<file path="config.mk">
export PLATFORM = sky130hd
export DESIGN_NAME = adc_channel_scanner
export DESIGN_NICKNAME = d
export VERILOG_FILES = /design/src/rtl/adc_scan_pkg.sv /design/src/rtl/adc_bcd_conv.sv /design/src/rtl/adc_channel_scanner.sv
export SDC_FILE = /design/constraint.sdc
export NUM_CORES = 1
export LEC_CHECK = 0
export BUFFER_PORTS_ARGS = -buffer_cell sky130_fd_sc_hd__buf_2
export CORE_UTILIZATION = 55
export CTS_CLUSTER_SIZE = 28
export DETAILED_ROUTE_END_ITERATION = 7
export PLACE_DENSITY = 0.74
export SKIP_CTS_REPAIR_TIMING = 1
export SLEW_MARGIN = 20
export SYNTH_ARGS = -nofsm -noshare
export SYNTH_HDL_FRONTEND = slang
export SYNTH_SLANG_ARGS = --single-unit
</file>
<file path="constraint.sdc">
create_clock -name Clk -period 5.1 [get_ports Clk]
set_input_delay 1.02 -clock Clk [delete_from_list [all_inputs] [get_ports Clk]]
set_output_delay 1.02 -clock Clk [all_outputs]
set_load 0.01 [all_outputs]
</file>
<file path="src/rtl/adc_scan_pkg.sv">
// ============================================================================
// adc_scan_pkg : shared types, constants and slot-search helper for the
//                multi-channel ADC scan engine.
// Rev 1.0
// ============================================================================
`default_nettype none

package adc_scan_pkg;

  typedef enum logic [2:0] {
    IDLE  = 3'd0,
    ISSUE = 3'd1,
    WAIT  = 3'd2,
    SCALE = 3'd3,
    STORE = 3'd4,
    NEXT  = 3'd5
  } scan_state_e;

  localparam int ADC_FULL   = 4095;
  localparam int BCD_DIGITS = 4;

  // First masked slot at or after ptr, wrapping modulo 8; unused upper mask bits are 0.
  function automatic logic [2:0] next_slot(input logic [7:0] mask, input logic [2:0] ptr);
    logic [2:0] idx;
    next_slot = ptr;
    for (int k = 7; k >= 0; k--) begin
      idx = ptr + 3'(k);
      if (mask[idx]) next_slot = idx;
    end
  endfunction

endpackage

`default_nettype wire

</file>
<file path="src/rtl/adc_bcd_conv.sv">
// ============================================================================
// adc_bcd_conv : sequential double-dabble, MV_W-bit binary to 4-digit BCD,
//                one bit per cycle, saturating at 9999.
// Rev 1.0
// ============================================================================
`default_nettype none

module adc_bcd_conv
  import adc_scan_pkg::*;
#(
  parameter int MV_W = 13
) (
  input  logic                    clk,
  input  logic                    rst_n,
  input  logic                    start_i,
  input  logic [MV_W-1:0]         bin_i,
  output logic [4*BCD_DIGITS-1:0] bcd_o,
  output logic                    done_o
);

  localparam int BCD_W = 4 * BCD_DIGITS;
  localparam int CNT_W = $clog2(MV_W + 1);

  logic             busy_q;
  logic             sat_q;
  logic [MV_W-1:0]  sh_q;
  logic [BCD_W-1:0] work_q;
  logic [CNT_W-1:0] cnt_q;
  logic [BCD_W-1:0] w_adj;
  logic [BCD_W-1:0] w_shift;

  always_comb begin
    w_adj = work_q;
    for (int d = 0; d < BCD_DIGITS; d++) begin
      if (work_q[4*d +: 4] >= 4'd5) w_adj[4*d +: 4] = work_q[4*d +: 4] + 4'd3;
    end
  end

  assign w_shift = {w_adj[BCD_W-2:0], sh_q[MV_W-1]};
  assign done_o  = busy_q && (cnt_q == CNT_W'(MV_W - 1));
  assign bcd_o   = sat_q ? {BCD_DIGITS{4'h9}} : w_shift;

  always_ff @(posedge clk or negedge rst_n) begin
    if (!rst_n) begin
      busy_q <= 1'b0;
      sat_q  <= 1'b0;
      sh_q   <= '0;
      work_q <= '0;
      cnt_q  <= '0;
    end else if (busy_q) begin
      work_q <= w_shift;
      sh_q   <= sh_q << 1;
      cnt_q  <= cnt_q + 1'b1;
      if (done_o) busy_q <= 1'b0;
    end else if (start_i) begin
      busy_q <= 1'b1;
      sat_q  <= (32'(bin_i) > 32'd9999);
      sh_q   <= bin_i;
      work_q <= '0;
      cnt_q  <= '0;
    end
  end

endmodule

`default_nettype wire

</file>
<file path="src/rtl/adc_channel_scanner.sv">
// ============================================================================
// adc_channel_scanner : round-robin MAX10 ADC scan engine with per-slot mV
//                       scaling and BCD display of one selected slot.
// Optional block averaging enabled by defining ADC_SCAN_AVG_EN.
// Rev 1.0
// ============================================================================
`default_nettype none

module adc_channel_scanner
  import adc_scan_pkg::*;
#(
  parameter int NUM_CH      = 4,
  parameter int FIRST_CH    = 1,
  parameter int VREF_MV     = 5000,
  parameter int MV_W        = 13,
  parameter int TIMEOUT_CYC = 1024,
  parameter int AVG_LOG2    = 2
) (
  input  logic                   Clk,
  input  logic                   reset_n,
  input  logic                   enable,
  input  logic [NUM_CH-1:0]      ch_mask,
  output logic                   cmd_valid,
  output logic [4:0]             cmd_channel,
  output logic                   cmd_sop,
  output logic                   cmd_eop,
  input  logic                   cmd_ready,
  input  logic                   rsp_valid,
  input  logic [4:0]             rsp_channel,
  input  logic [11:0]            rsp_data,
  input  logic [2:0]             disp_sel,
  output logic [NUM_CH*MV_W-1:0] mv_out,
  output logic [15:0]            bcd_out,
  output logic                   upd_strobe,
  output logic [2:0]             upd_slot,
  output logic                   timeout_err
);

  localparam int PROD_W = 12 + MV_W;
  localparam int CNT_W  = $clog2(MV_W + 1);
  localparam int TO_W   = $clog2(TIMEOUT_CYC + 1);

  if (NUM_CH < 1 || NUM_CH > 8 || AVG_LOG2 < 1) begin : g_param_check
    $error("adc_channel_scanner: NUM_CH must be 1..8 and AVG_LOG2 >= 1");
  end

  scan_state_e       state_q, state_d;
  logic [2:0]        ptr_q, ptr_d;
  logic [PROD_W-1:0] rem_q, rem_d, div_q, div_d;
  logic [MV_W-1:0]   quot_q, quot_d;
  logic [CNT_W-1:0]  bit_q, bit_d;
  logic [TO_W-1:0]   to_q, to_d;
  logic              to_err_q, to_err_d;
  logic              upd_q;
  logic [2:0]        upd_slot_q;
  logic [MV_W-1:0]   mv_q [NUM_CH];
  logic [15:0]       bcd_q;
  logic [7:0]        w_mask8;
  logic [4:0]        w_cur_ch;
  logic [MV_W-1:0]   w_disp_mv;
  logic [15:0]       w_bcd;
  logic              w_bcd_done;

  always_comb begin
    w_mask8 = '0;
    w_mask8[NUM_CH-1:0] = ch_mask;
  end

  assign w_cur_ch    = 5'(FIRST_CH) + 5'(ptr_q);
  assign cmd_channel = (state_q == ISSUE) ? w_cur_ch : 5'd0;
  assign cmd_sop     = 1'b1;
  assign cmd_eop     = 1'b1;

  always_comb begin
    state_d   = state_q;
    ptr_d     = ptr_q;
    rem_d     = rem_q;
    div_d     = div_q;
    quot_d    = quot_q;
    bit_d     = bit_q;
    to_d      = to_q;
    to_err_d  = 1'b0;
    cmd_valid = 1'b0;
    case (state_q)
      IDLE: begin
        if (enable && (|ch_mask)) begin
          ptr_d   = next_slot(w_mask8, ptr_q);
          state_d = ISSUE;
        end
      end
      ISSUE: begin
        cmd_valid = 1'b1;
        to_d      = '0;
        if (cmd_ready) state_d = WAIT;
      end
      WAIT: begin
        if (rsp_valid && (rsp_channel == w_cur_ch)) begin
          rem_d   = PROD_W'(rsp_data) * PROD_W'(VREF_MV);
          div_d   = PROD_W'(ADC_FULL) << (MV_W - 1);
          quot_d  = '0;
          bit_d   = '0;
          state_d = SCALE;
        end else if (to_q == TO_W'(TIMEOUT_CYC - 1)) begin
          to_err_d = 1'b1;
          state_d  = NEXT;
        end else begin
          to_d = to_q + 1'b1;
        end
      end
      // Restoring division: the quotient fits MV_W bits because VREF_MV < 2**MV_W.
      SCALE: begin
        if (rem_q >= div_q) begin
          rem_d  = rem_q - div_q;
          quot_d = {quot_q[MV_W-2:0], 1'b1};
        end else begin
          quot_d = {quot_q[MV_W-2:0], 1'b0};
        end
        div_d = div_q >> 1;
        bit_d = bit_q + 1'b1;
        if (bit_q == CNT_W'(MV_W - 1)) state_d = STORE;
      end
      STORE: state_d = NEXT;
      NEXT: begin
        ptr_d   = next_slot(w_mask8, ptr_q + 3'd1);
        state_d = (enable && (|ch_mask)) ? ISSUE : IDLE;
      end
      default: state_d = IDLE;
    endcase
  end

  always_ff @(posedge Clk or negedge reset_n) begin
    if (!reset_n) begin
      state_q  <= IDLE;
      ptr_q    <= '0;
      rem_q    <= '0;
      div_q    <= '0;
      quot_q   <= '0;
      bit_q    <= '0;
      to_q     <= '0;
      to_err_q <= 1'b0;
    end else begin
      state_q  <= state_d;
      ptr_q    <= ptr_d;
      rem_q    <= rem_d;
      div_q    <= div_d;
      quot_q   <= quot_d;
      bit_q    <= bit_d;
      to_q     <= to_d;
      to_err_q <= to_err_d;
    end
  end

`ifdef ADC_SCAN_AVG_EN
  localparam int ACC_W = MV_W + AVG_LOG2;
  logic [ACC_W-1:0]    acc_q     [NUM_CH];
  logic [AVG_LOG2-1:0] avg_cnt_q [NUM_CH];
`endif

  always_ff @(posedge Clk or negedge reset_n) begin
    if (!reset_n) begin
      for (int i = 0; i < NUM_CH; i++) begin
        mv_q[i] <= '0;
`ifdef ADC_SCAN_AVG_EN
        acc_q[i]     <= '0;
        avg_cnt_q[i] <= '0;
`endif
      end
      upd_q      <= 1'b0;
      upd_slot_q <= '0;
    end else begin
      upd_q <= 1'b0;
      if (state_q == STORE) begin
        for (int i = 0; i < NUM_CH; i++) begin
          if (ptr_q == 3'(i)) begin
`ifdef ADC_SCAN_AVG_EN
            if (avg_cnt_q[i] == '1) begin
              mv_q[i]      <= MV_W'((acc_q[i] + ACC_W'(quot_q)) >> AVG_LOG2);
              acc_q[i]     <= '0;
              avg_cnt_q[i] <= '0;
              upd_q        <= 1'b1;
              upd_slot_q   <= ptr_q;
            end else begin
              acc_q[i]     <= acc_q[i] + ACC_W'(quot_q);
              avg_cnt_q[i] <= avg_cnt_q[i] + 1'b1;
            end
`else
            mv_q[i]    <= quot_q;
            upd_q      <= 1'b1;
            upd_slot_q <= ptr_q;
`endif
          end
        end
      end
    end
  end

  for (genvar g = 0; g < NUM_CH; g++) begin : g_mv_out
    assign mv_out[g*MV_W +: MV_W] = mv_q[g];
  end

  always_comb begin
    w_disp_mv = '0;
    for (int i = 0; i < NUM_CH; i++) begin
      if (disp_sel == 3'(i)) w_disp_mv = mv_q[i];
    end
  end

  adc_bcd_conv #(
    .MV_W (MV_W)
  ) u_bcd (
    .clk     (Clk),
    .rst_n   (reset_n),
    .start_i (1'b1),
    .bin_i   (w_disp_mv),
    .bcd_o   (w_bcd),
    .done_o  (w_bcd_done)
  );

  always_ff @(posedge Clk or negedge reset_n) begin
    if (!reset_n)        bcd_q <= '0;
    else if (w_bcd_done) bcd_q <= w_bcd;
  end

  assign bcd_out     = bcd_q;
  assign upd_strobe  = upd_q;
  assign upd_slot    = upd_slot_q;
  assign timeout_err = to_err_q;

endmodule

`default_nettype wire

</file>
Word-level counts from Yosys, hierarchy flattened
Cells that the tools add are included.
- flip-flop bits (word level): 191
- input bits: 29
- output and inout port bits: 81
- logic and storage cells: 204
- add/sub/neg operators: 23
- multiply operators: 1
- magnitude comparators: 20
- equal/unequal tests: 25
- mux-type cells: 95
- reductions and logical operators: 21
- operators by type and width (cell ; count):
    $pmux W25 S2 ; 2
    $mux W3 ; 27
    $mux W13 ; 6
    $mux W25 ; 3
    $lt A3 B4 Y1 const B ; 15
    $bmux W1 S3 ; 15
    $mux W1 ; 28
    $pmux W13 S2 ; 1
    $ge A25 B25 Y1 ; 1
    $sub A25 B25 Y25 ; 1
    $add A3 B3 Y3 const B ; 8
    $mux W4 ; 6
    $mul A12 B10 Y22 const B ; 1
    $mux W11 ; 2
    $pmux W11 S2 ; 1
    $eq A3 B2 Y1 const B ; 6
    $pmux W3 S6 ; 1
    $ge A4 B3 Y1 const B ; 4
    $mux W16 ; 1
    $ne A2 B2 Y1 const B ; 8
    $add A3 B2 Y3 const B ; 5
    $add A4 B2 Y4 const B ; 3
    $reduce_and A2 Y1 ; 6
    $add A11 B1 Y11 const B ; 1
    19 further kinds ; 33

Depth between registers and ports, before layout
- depth after elaboration: 13
- depth in mapped cells: 20
- depth with buffers taken out: 20

Cells and area by module
A second synthesis with hierarchy kept.
- cell total of the unflattened synthesis: 1298
- area total of the unflattened synthesis: 12719.7 um^2
- by module, submodules not included (module ; times used ; cells each ; area an instance (um^2) ; seq. area each (um^2)):
    adc_channel_scanner ; 1 ; 1069 ; 10631.4 ; 3903.7
    adc_bcd_conv ; 1 ; 229 ; 2088.3 ; 850.8

Least setup slack after synthesis
Ideal clock, no wire load.
- path kind: input -> register
- from: input port rsp_data[4]
- to: register rem_q[24]
- setup time: 0.124 ns
- arrival: 5.150 ns
- required time: 4.976 ns
- setup slack: -0.174 ns
- stages: 20
- path buffers: 0
- cells stage by stage: inv_1 fa_1 inv_1 ha_1 inv_1 fa_1 inv_1 ha_1 inv_1 fa_1 inv_1 ha_1 o21ai_0 nand2b_1 a31oi_1 o211ai_1 a31o_2 a21oi_1 xnor2_1 a211o_1
- longest elaborated chain between the ends: 3
- RTL lines (element ; RTL line ; text):
    from (decl) ; adc_channel_scanner.sv:30 ; input logic [11:0] rsp_data,
    $mul A12 B10 Y22 ; adc_channel_scanner.sv:98 ; rem_d = PROD_W'(rsp_data) * PROD_W'(VREF_MV);
    $mux W25 ; adc_channel_scanner.sv:97 ; if (rsp_valid && (rsp_channel == w_cur_ch)) begin
    $pmux W25 S2 ; adc_channel_scanner.sv:84 ; case (state_q)
    to (signal assigned) ; adc_channel_scanner.sv:144 ; rem_q <= rem_d;
    to (decl) ; adc_channel_scanner.sv:49 ; logic [PROD_W-1:0] rem_q, rem_d, div_q, div_d;
Every way passes these cells. The select of a mux whose other input is x is not followed.
A chain may end at the register's enable or synchronous reset.

Worst setup path in the final report
Ends and elaborated chain as after synthesis.

==> results.ini <==
[power]
p_per_area_nw_per_um2=619
p_leak_nw=6.77
max-vdd-ir-drop_mv=0.255

[cells_and_area]
multi_input_area_um2=6800
diodes=0
final_area_um2=13700
register_area_um2=4750
fill_cells=1755
syn_to_final_growth_pct=12.6
final_util_pct=63.0
layout.nets=1494
final_common_cell=dfrtp_1
drive_above_1_share_pct=19.9
layout_common_cells=dfrtp_1 (190), inv_1 (121), nand2_1 (113), buf_2 (105), ha_1 (103)

[drt]
wl_met3_um=1090
dr.first_iter.drc_count=451
vias=9282
drtPass1Iterations=5
finalWirelength_um=26300
via_per_inst=5.69
dr_wl_met2_um=12400
wl_met1_um=12300
top_layer_used=met4
remaining_drc_errors=0
routedWlPerCell_um=16.1
ant_nets=0

[yosys]
postSynthCellCount=1234
ys_warn_count=0
synth_area_um2=12200
synth.avg_cell_area_um2=9.89
synth_ff_type=dfrtp_1
synth-seq-area-share_pct=38.9
synth_seq_cells=190
synth-edff-count=0
synth_cell_types=68
async_flop_share_pct=100

[worst_setup_path]
crit_start=rsp_data[4]
reg2reg_slack_ns=1.45
critPathCaptureType=flop
endpoint=rem_q[24]$_DFFE_PN0P_
start_kind=input port
cp_max_fo=2
reg2regPathDepth=9
cp_data_required_time_ns=5.41
r2r_start=rem_q[7]$_DFFE_PN0P_
arrival_ns=5.17
critPathKind=in2reg
reg2reg_to=rem_q[8]$_DFFE_PN0P_

[timing]
setup_viol=0
fin_skew_ns=0.0141
relSlewSlack_pct=34.0
worstMarginPinSlew_ns=0.986
fin_crit_sh_pct=95.2
slew_violations=0
finalSetupTns_ns=0
hold_viol_final=0
fin_crit_ns=4.86
max_freq_mhz=206

[floorplanning]
die_h_um=151
start_util_pct=55.9
fp.dieW_um=151
core_area_um2=21800
rows=54
dieArea_um2=22800
num_io_pins=110

[clock_network]
ctsRootBufferMaster=clkbuf_16
clkSlewWorstSetupHoldPaths_ns=0.08
clock_sinks=190
insertion_delay_ns=0.43
htreeDepth=4
cts_tree=built
cts_buffer_depth=2
cts_made_buffers=17

[run_status]
status=finished clean

[placed_design]
routabilityCongestion=0.904
place_area_um2=13100
dp_hpwl_um=18600
io_buffers=106

[global_route]
grt_max_degree=117
first_global_vias=8790
grt_pass1_wl_um=43200
grt_usage_pct=23.8
antenna_found_initial=0
grt_overflow=0

[job]
maxCapViolCount=0

[worst_hold_path]
hold_depth=2
hold_class=reg2reg

## worst min path at each step
stage                                  start                  endpoint  slack [ns]
global route         u_bcd.sh_q[5]$_DFF_PN0_   u_bcd.sh_q[6]$_DFF_PN0_        0.50
finish                bcd_out[3]$_DFFE_PN0P_    bcd_out[3]$_DFFE_PN0P_        0.48
floorplan           u_bcd.cnt_q[0]$_DFF_PN0_  u_bcd.cnt_q[0]$_DFF_PN0_        0.45
global placement      bcd_out[3]$_DFFE_PN0P_    bcd_out[3]$_DFFE_PN0P_        0.46
CTS                  u_bcd.sh_q[5]$_DFF_PN0_   u_bcd.sh_q[6]$_DFF_PN0_        0.48
detailed placement   u_bcd.sh_q[4]$_DFF_PN0_   u_bcd.sh_q[5]$_DFF_PN0_        0.46
## cells in the mapped netlist, types with 5 or more instances
cell	n	area share, %
a22o_1	12	0.86
a21o_1	19	1.2
inv_1	122	3.8
nand2_1	114	3.5
and3_1	11	0.56
nand3b_1	5	0.31
nor2_1	52	1.6
nand4_1	6	0.31
nor3b_1	14	0.86
and2_1	16	0.82
o31ai_1	6	0.37
clkbuf_1	42	1.3
nor2b_1	17	0.87
fa_1	24	3.9
dfrtp_1	190	39
nor3_1	22	0.90
nand2b_1	11	0.56
o22ai_1	18	0.92
xor2_1	27	1.9
a211oi_1	13	0.80
mux2_2	67	6.2
ha_1	103	11
o211ai_1	6	0.37
a21oi_1	58	2.4
mux4_2	14	2.6
nand3_1	15	0.61
o21ai_0	88	3.6
o21ai_1	8	0.33
xnor2_1	27	1.9
o21bai_1	6	0.37
mux2_1	8	0.74
buf_1	8	0.25
mux2i_1	8	0.66
a31oi_1	9	0.46
## metal layers
layer  global-route usage [%]  vias up
li1                         -     4510
met1                     33.0     4490
met2                     39.0      250
met3                     2.77       32
met4                     7.80        0
met5                        0        -
## layout make-up
| class | count | share of cell area (%) |
|---|---|---|
| Multi-Input combinational cell | 867 | 49.5 |
| Clock buffer | 18 | 3.20 |
| Sequential cell | 190 | 34.6 |
| Inverter | 122 | 3.33 |
| Tap cell | 280 | 2.55 |
| Clock inverter | 13 | 0.938 |
| Timing Repair Buffer | 140 | 5.90 |
## flip-flops by register name, indices dropped and copies added (netlist names)
register / count
upd_slot: 3
quot_q: 13
u_bcd.cnt_q: 4
u_bcd.sh_q: 13
ptr_q: 3
timeout_err: 1
state_q: 3
mv_out: 52
bcd_out: 16
to_q: 11
u_bcd.busy_q: 1
u_bcd.work_q: 16
upd_strobe: 1
bit_q: 4
rem_q: 25
div_q: 24
## cells by family (layout without fill, tap and decap cells)
group                    Yosys count  after routing  share of synthesized area [%]
AND/OR/NAND/NOR                  301            301                           12.0
AO/OA/AOI/OAI                    285            285                           14.8
other                              2              3                         0.0615
buffers and inverters            178            293                           5.67
XOR/XNOR                          54             54                           3.87
multiplexers                      97             97                           10.2
flip-flops                       190            190                           38.9
adder cells (fa/ha/maj)          127            127                           14.5
## worst max-delay path, cell delays in order
cell and delay, ns:
buf_2 0.09, inv_1 0.06, fa_1 0.52, inv_1 0.04
ha_1 0.26, inv_1 0.05, fa_1 0.52, inv_1 0.04
ha_1 0.26, inv_1 0.05, fa_1 0.49, inv_1 0.04
ha_1 0.32, o21ai_2 0.14, nand2b_1 0.10, a31oi_2 0.23
o211ai_1 0.16, a31o_2 0.26, a21oi_2 0.14, xnor2_1 0.08
a211o_1 0.29
## stage by stage
stage	hold slack, ns	power, mW	instances	setup WS [ns]
2_1_floorplan	0.452	5.89	1235	-0.00691
3_3_place_gp	0.456	7.00	1597	-0.143
3_5_place_dp	0.463	7.13	1597	-0.196
4_1_cts	0.482	8.48	1628	0.251
5_1_grt	0.495	9.22	1630	-0.00122
6_report	0.476	8.51	1630	0.244
## where the power goes
group          total [mW]  internal (mW)  switching, mW
clock                1.28          0.659          0.620
sequential           2.42           2.00          0.425
combinational        4.81           2.12           2.69
total                8.51           4.78           3.74
(Power assumes the default switching activity.)
